--- src/rtl/rescale_ctrl.sv ---
// Sequencing controller for a fixed-latency rescale datapath: tracks accepted
// beats through the pipe, buffers results in a FIFO and gates reconfiguration.
module rescale_ctrl #(
  parameter int unsigned NUM_WIDTH  = 33,
  parameter int unsigned IMG_WIDTH  = 16,
  parameter int unsigned LATENCY    = 4,
  parameter int unsigned FIFO_DEPTH = 8
) (
  input  logic                 clk,
  input  logic                 rst,
  input  logic                 cfg_valid,
  input  logic [7:0]           cfg_shift,
  input  logic [7:0]           cfg_head,
  output logic                 cfg_ready,
  input  logic                 up_valid,
  output logic                 up_ready,
  input  logic [NUM_WIDTH-1:0] up_data,
  output logic [7:0]           rs_shift,
  output logic [7:0]           rs_head,
  output logic [NUM_WIDTH-1:0] rs_data,
  input  logic [IMG_WIDTH-1:0] rs_result,
  output logic                 dn_valid,
  input  logic                 dn_ready,
  output logic [IMG_WIDTH-1:0] dn_data,
  output logic                 busy
);

  localparam int unsigned PTR_W = $clog2(FIFO_DEPTH);
  localparam int unsigned CNT_W = PTR_W + 1;

  typedef enum logic [1:0] {
    IDLE  = 2'd0,
    RUN   = 2'd1,
    DRAIN = 2'd2,
    LOAD  = 2'd3
  } state_t;

  state_t               state;
  state_t               state_next;
  logic [LATENCY-1:0]   vld_sr;
  logic [CNT_W-1:0]     occ;
  logic [CNT_W-1:0]     wr_ptr;
  logic [CNT_W-1:0]     rd_ptr;
  logic [IMG_WIDTH-1:0] mem [FIFO_DEPTH];
  logic                 accept;
  logic                 deliver;
  logic                 fifo_wr;
  logic                 fifo_empty;

  assign accept     = up_valid & up_ready;
  assign deliver    = dn_valid & dn_ready;
  assign fifo_wr    = vld_sr[LATENCY-1];
  assign fifo_empty = (wr_ptr == rd_ptr);

  // occ counts in-flight plus buffered beats, so gating on it bounds the FIFO
  assign up_ready = (state == RUN) && (occ < CNT_W'(FIFO_DEPTH));
  assign dn_valid = !fifo_empty;
  assign dn_data  = mem[rd_ptr[PTR_W-1:0]];
  assign busy     = (occ != '0);
  assign rs_data  = up_data;

  // State register and configuration registers
  always_ff @(posedge clk or posedge rst) begin
    if (rst) begin
      state     <= IDLE;
      cfg_ready <= 1'b0;
      rs_shift  <= '0;
      rs_head   <= '0;
    end else begin
      state     <= state_next;
      cfg_ready <= (state_next == LOAD);
      if (state == LOAD) begin
        rs_shift <= cfg_shift;
        rs_head  <= cfg_head;
      end
    end
  end

  // Next-state logic
  always_comb begin
    state_next = state;
    case (state)
      IDLE:    if (cfg_valid) state_next = LOAD;
      RUN:     if (cfg_valid) state_next = DRAIN;
      DRAIN:   if (vld_sr == '0) state_next = LOAD;
      LOAD:    state_next = RUN;
      default: state_next = IDLE;
    endcase
  end

  // Valid tracking, occupancy and FIFO pointers
  always_ff @(posedge clk or posedge rst) begin
    if (rst) begin
      vld_sr <= '0;
      occ    <= '0;
      wr_ptr <= '0;
      rd_ptr <= '0;
    end else begin
      vld_sr <= LATENCY'({vld_sr, accept});
      case ({accept, deliver})
        2'b10:   occ <= occ + CNT_W'(1);
        2'b01:   occ <= occ - CNT_W'(1);
        default: occ <= occ;
      endcase
      if (fifo_wr) wr_ptr <= wr_ptr + CNT_W'(1);
      if (deliver) rd_ptr <= rd_ptr + CNT_W'(1);
    end
  end

  // Result storage; contents are don't-care until written
  always_ff @(posedge clk) begin
    if (fifo_wr) mem[wr_ptr[PTR_W-1:0]] <= rs_result;
  end

endmodule

--- config.mk ---
export PLATFORM = sky130hd
export DESIGN_NAME = rescale_ctrl
export DESIGN_NICKNAME = d
export VERILOG_FILES = /design/src/rtl/rescale_ctrl.sv
export SDC_FILE = /design/constraint.sdc
export NUM_CORES = 1
export LEC_CHECK = 0
export CAP_MARGIN = 20
export CELL_PAD_IN_SITES_DETAIL_PLACEMENT = 0
export CELL_PAD_IN_SITES_GLOBAL_PLACEMENT = 1
export CORE_MARGIN = 4
export CORE_UTILIZATION = 48
export DETAILED_ROUTE_END_ITERATION = 12
export DONT_BUFFER_PORTS = 1
export GPL_ROUTABILITY_DRIVEN = 0
export GPL_TIMING_DRIVEN = 0
export PLACE_DENSITY_LB_ADDON = 0.1
export SLEW_MARGIN = 20
export SYNTH_ARGS = -nofsm -noshare
export SYNTH_HDL_FRONTEND = slang
export SYNTH_SLANG_ARGS = --single-unit
--- constraint.sdc ---
create_clock -name clk -period 2.7 [get_ports clk]
set_clock_uncertainty 0.1 [all_clocks]
set_input_delay 0.54 -clock clk [delete_from_list [all_inputs] [get_ports clk]]
set_output_delay 0.54 -clock clk [all_outputs]
set_load 0.1 [all_outputs]
# --- After elaboration in Yosys (flattened, before gate mapping) ---
# Memory sizes are Yosys's and may differ from the RTL's.
# Index checks and enable logic that the tools add are counted.
# Widths: inputs -> output; s select.
word_totals:
  reg_bits: 35
  mem_bits_rw: 128
  input_bits: 70
  output_inout_bits: 69
  wordCells: 36
  mem_count: 1
mem_list:
  columns: ["memory", "depth", "word_bits", "rd", "rd_clocked_by_memory_dff", "write_ports", "line", "source"]
  rows:
  - ["mem", 8, 16, 1, 0, 1, "44", "logic [IMG_WIDTH-1:0] mem [FIFO_DEPTH];"]
op_classes:
  n_addsub: 4
  n_lt_le_gt_ge: 1
  n_eq_ne: 7
  muxes: 7
  bitwise_logic: 2
  reduce_logical: 6
ops:
  columns: ["cell", "n"]
  rows:
  - ["$add 4x1->4 const B", 3]
  - ["$eq 2x2->1 const B", 4]
  - ["$pmux 2 s4", 1]
  - ["$pmux 4 s2", 1]
  - ["$mux 2", 3]
  - ["$eq 2x1->1 const B", 2]
  - ["$eq 4x4->1", 1]
  - ["$logic_not 4->1", 1]
  - ["$lt 4x4->1 const B", 1]
  - ["$reduce_bool 4->1", 1]
  - ["$sub 4x1->4 const B", 1]
  - ["$and 1x1->1", 2]
  - ["$logic_not 2->1", 1]
  - ["$mux 1", 2]
  - ["$reduce_bool 2->1", 1]
  - ["$logic_and 1x1->1", 1]
  - ["$logic_not 1->1", 1]

# --- Longest topological paths before layout ---
depth:
  ltp_word: 5
  depth_mapped: 9
  depth_no_buf: 8

# --- Worst setup path after synthesis ---
# No wires, ideal clock.
synth_path:
  path_kind: "register -> register"
  start: "register state[1]"
  end: "register occ[3]"
  setup_time_ps: 126
  t_arrival_ps: 4505
  t_required_ps: 2474
  slack_ps: -2031
  path_stages_with_launch: 9
  n_path_buf: 0
  synth_period_minus_slack_ps: 4731
  path_cell_list: "dfrtp_1 -> nor3b_1 -> nand2_1 -> ha_1 -> ha_1 -> a21o_1 -> a2111oi_0 -> a41oi_1 -> a311o_1"
synth_via:
  elab_chain_len: 5
  elab_cells_between_ends: 7
  cone_classes: "3 x eq/ne; 1 x mux; 1 x bitwise; 2 x reduce/logical"
synth_lines:
  columns: ["item", "line", "source"]
  rows:
  - ["start, declared", "38", "state_t state;"]
  - ["start signal, assigned", "70", "state <= state_next;"]
  - ["$eq 2x1->1 (*)", "56", "assign up_ready = (state == RUN) && (occ < CNT_W'(FIFO_DEPTH));"]
  - ["$logic_and 1x1->1 (*)", "56", null]
  - ["net up_ready", "16", "output logic up_ready,"]
  - ["$and 1x1->1 (*)", "50", "assign accept = up_valid & up_ready;"]
  - ["$eq 2x1->1 or $eq 2x2->1 (tied branches)", "100", "case ({accept, deliver})"]
  - ["$pmux 4 s2 or $reduce_bool 2->1 (tied branches)", null, null]
  - ["end signal, assigned", "101", "2'b10: occ <= occ + CNT_W'(1);"]
  - ["end signal, assigned", "102", "2'b01: occ <= occ - CNT_W'(1);"]
  - ["end, declared", "41", "logic [CNT_W-1:0] occ;"]
# The timed path passes the listed nets; every way through them passes the cells marked *.
# A chain may end at the register's enable or synchronous reset.

# --- Final worst setup path ---
layout_path:
  start: "register occ[3]"
  end: "register occ[3]"
layout_via:
  elab_chain_len: 5
  elab_cells_between_ends: 9
  cone_classes: "2 x add/sub; 1 x order compare; 2 x eq/ne; 1 x mux; 1 x bitwise; 2 x reduce/logical"
layout_lines:
  columns: ["item", "line"]
  rows:
  - ["$lt 4x4->1 (*)", "56"]
  - ["$logic_and 1x1->1 (*)", "56"]
  - ["net up_ready", "16"]
  - ["$and 1x1->1 (*)", "50"]
  - ["$eq 2x1->1 or $eq 2x2->1 (tied branches)", "100"]
  - ["$pmux 4 s2 or $reduce_bool 2->1 (tied branches)", null]
# Marks and branches as above.

==> results <==
[final cells by class]
class                   instances  share of cell area
plain buffers                  44             0.04472
clock buffers                  29             0.06785
clock inverters                 3            0.002033
inverters                       7            0.003909
multi-input cells             124              0.2139
flip-flops and latches        163              0.5901
well taps                     180             0.02814
repair buffers                 33             0.04941
[layer usage]
| metal | routed length [um] | vias to the layer above |
|---|---|---|
| met5 | 0 | - |
| li1 | - | 1401 |
| met4 | 72 | 0 |
| met3 | 981 | 8 |
| met2 | 6549 | 133 |
| met1 | 5617 | 1635 |
[kinds of logic after synthesis]
logic type               count (synthesis)  synth area share
multiplexers                            68            0.1820
adder cells (fa/ha/maj)                  6           0.01223
AND/OR/NAND/NOR                         27           0.02002
buffers and inverters                   53           0.05819
flip-flops                             163            0.6990
XOR/XNOR                                13           0.01686
AO/OA/AOI/OAI                           10           0.01168
[sequential cells by signal, indices dropped and copies added, names as in the netlist, 2 cells and up]
name,cells
rd_ptr,4
mem,128
vld_sr,4
rs_shift,8
rs_head,8
wr_ptr,4
occ,4
state,2
[final timing paths]
check | start | endpoint | slack, ns | cells past startpoint
max | occ[3]$_DFFE_PP0P_ | occ[3]$_DFFE_PP0P_ | -0.32 | 8
min | rst | occ[1]$_DFFE_PP0P_ | 0.03 | 1
max reg2reg | occ[3]$_DFFE_PP0P_ | occ[3]$_DFFE_PP0P_ | -0.32 | 8
min reg2reg | vld_sr[2]$_DFF_PP0_ | vld_sr[3]$_DFF_PP0_ | 0.27 | 0
max in group asynchronous | rst | occ[3]$_DFFE_PP0P_ | 1.96 | 1
min in group clk | rs_result[5] | mem[1][5]$_DFFE_PP_ | 0.12 | 0
[critical path, cell delays in order, from the launching register on]
cell and delay [ns]:
sky130_fd_sc_hd__dfrtp_2 0.42, sky130_fd_sc_hd__nor3b_4 0.90, sky130_fd_sc_hd__nand2_2 0.18, sky130_fd_sc_hd__ha_4 0.24, sky130_fd_sc_hd__buf_4 0.14, sky130_fd_sc_hd__ha_4 0.23
sky130_fd_sc_hd__a2111oi_4 0.33, sky130_fd_sc_hd__a41oi_1 0.07, sky130_fd_sc_hd__a311o_1 0.27
[what timing repair did]
action / in CTS / in global routing
gates cloned: 3 / 0
setup buffers: 16 / 12
setup endpoints to repair: 18 / 19
resized for setup: 65 / 18
endpoints found under the hold margin: 0 / 0
hold buffers: 0 / 0
pin swaps: 5 / 6
[stage by stage]
step                      area (sq um)  std cells    util  setup WS, ns
after floorplan                   6810        340       -       -0.2992
after global placement            7036        520  0.5088       -0.6952
after detailed placement          7164        527  0.5181       -0.4686
after CTS                         7989        578  0.5778       -0.3781
after global routing              8003        583  0.5788       -0.4433
final                             8003        583  0.5788       -0.3186
[placed cells by master (no fill, tap or decap), types with 2 or more instances in the layout]
master and count:
sky130_fd_sc_hd__dfrtp_2 2, sky130_fd_sc_hd__nor3_2 2, sky130_fd_sc_hd__buf_4 49, sky130_fd_sc_hd__nand4_1 2, sky130_fd_sc_hd__inv_1 5, sky130_fd_sc_hd__mux2_2 18
sky130_fd_sc_hd__clkbuf_16 19, sky130_fd_sc_hd__edfxtp_1 128, sky130_fd_sc_hd__mux2i_1 2, sky130_fd_sc_hd__buf_6 10, sky130_fd_sc_hd__xor2_1 4, sky130_fd_sc_hd__clkinv_2 2
sky130_fd_sc_hd__ha_4 3, sky130_fd_sc_hd__o21ai_0 2, sky130_fd_sc_hd__ha_1 2, sky130_fd_sc_hd__buf_2 2, sky130_fd_sc_hd__mux4_2 32, sky130_fd_sc_hd__nor4_1 2
sky130_fd_sc_hd__clkbuf_1 8, sky130_fd_sc_hd__buf_8 2, sky130_fd_sc_hd__xnor2_1 9, sky130_fd_sc_hd__nor2_2 2, sky130_fd_sc_hd__mux2_4 16, sky130_fd_sc_hd__buf_12 6
sky130_fd_sc_hd__nand2_1 6, sky130_fd_sc_hd__clkbuf_8 6, sky130_fd_sc_hd__buf_16 2, sky130_fd_sc_hd__dfrtp_1 33, sky130_fd_sc_hd__nand2b_1 3, sky130_fd_sc_hd__nor2_4 4
==> metrics.yaml <==
tritoncts: "done"
yosysMostFrequentCell: "sky130_fd_sc_hd__edfxtp_1"
mappedNetlistNets: 416
synth.top_cells.by_area: "sky130_fd_sc_hd__edfxtp_1 (57%), sky130_fd_sc_hd__dfrtp_1 (13%), sky130_fd_sc_hd__mux4_1 (11%)"
drt_iter0_markers: 227
cap_violations: 0
multi_input_comb_area_sq_mm: 0.001712
timing.final.crit_period_ns: 3.019
clock_tree_root_buffer_cell: "sky130_fd_sc_hd__clkbuf_16"
crit_path_max_fanout: 4
cts.sink_count: 163
ys_ff_latch: 163
setup_slack_ns: -0.3186
drc: 0
commonest_cells_in_the_synthesized_netlist: "sky130_fd_sc_hd__edfxtp_1 (128), sky130_fd_sc_hd__dfrtp_1 (35), sky130_fd_sc_hd__mux2_2 (34)"
grt_util_met3: 0.05684
starting_density: 0.4883
design.die.area_sq_mm: 0.01603
min_period_over_period: 1.118
global_route_wire_length_before_repair_mm: 20.35
dr.pass1.iters: 4
grt_overflow: 0
maxClockFrequency_ghz: 0.3313
die_height_um: 126.6
synth_ff_type: "sky130_fd_sc_hd__edfxtp_1"
drive_above_1_share: 0.4640
grt_max_degree: 36
worstHoldPathType: "in -> async"
antenna_found_initial: 0
worst_slew_pin_slew_ns: 1.091
ctsLongestPathBuffers: 2
num_vias: 3177
ios: 139
routedWlPerCell_um: 22.68
syn_inst: 340
ctsHtreeMaxLevel: 4
busiest_layer: "met2"
synthesis.area_per_instance_sq_um: 19.86
cts_made_buffers: 17
placement_rows: 43
cp-end-kind: "register"
port_buffers: 0
worst_skew_pair.late_latency_ns: 0.41
ys_seq_area_frac: 0.6990
tns_ns: -1.206
slew_viol_final: 0
synth.yosys.warnings: 0
violations: "setup timing"
final-seq-area_sq_mm: 0.004722
data_arrival_at_the_endpoint_of_the_critical_path_ns: 3.21
slew_headroom: 0.2720
global_route.usage.total: 0.1726
final_antenna_violating_net_count: 0
grtUsageMet2: 0.2684
final_hpwl_dp_mm: 7.965
core_sq_mm: 0.01383
first_global_vias: 3371
final_net_count: 466
syn_area_sq_mm: 0.006751
die_width_um: 126.6
asyncSetResetFlopFracSynth: 0.2147
setup_viol_count_final: 15
layout-area-overhead-vs-synth_pct: 18.53
nFillCells: 1033
setup.worst_path.class: "reg -> reg"
timing.critical_path.required_ns: 2.89
synth_area_leader_cell: "sky130_fd_sc_hd__edfxtp_1"
number_of_synthesized_flops_with_an_enable_pin: 128
use_met1: 0.2384
post_drt_via_cell_ratio: 5.449
post-synth-top-area-fraction: 0.5693
outcome: "finished with violations"
type_of_origin_of_the_critical_path: "register"
hold_viol: 0
wirelength_mm: 13.22
antenna_cells_inserted: 0
synthDistinctLibCells: 34
grt_setup_unrepaired: "true"
cts.reportedPaths.clkPinSlew_ns: 0.06
whs_ns: 0.03356
Power of run 1 is left out: the tool's default activity adds up to more than one toggle a clock period on the data nets, which glitch-free logic cannot reach.
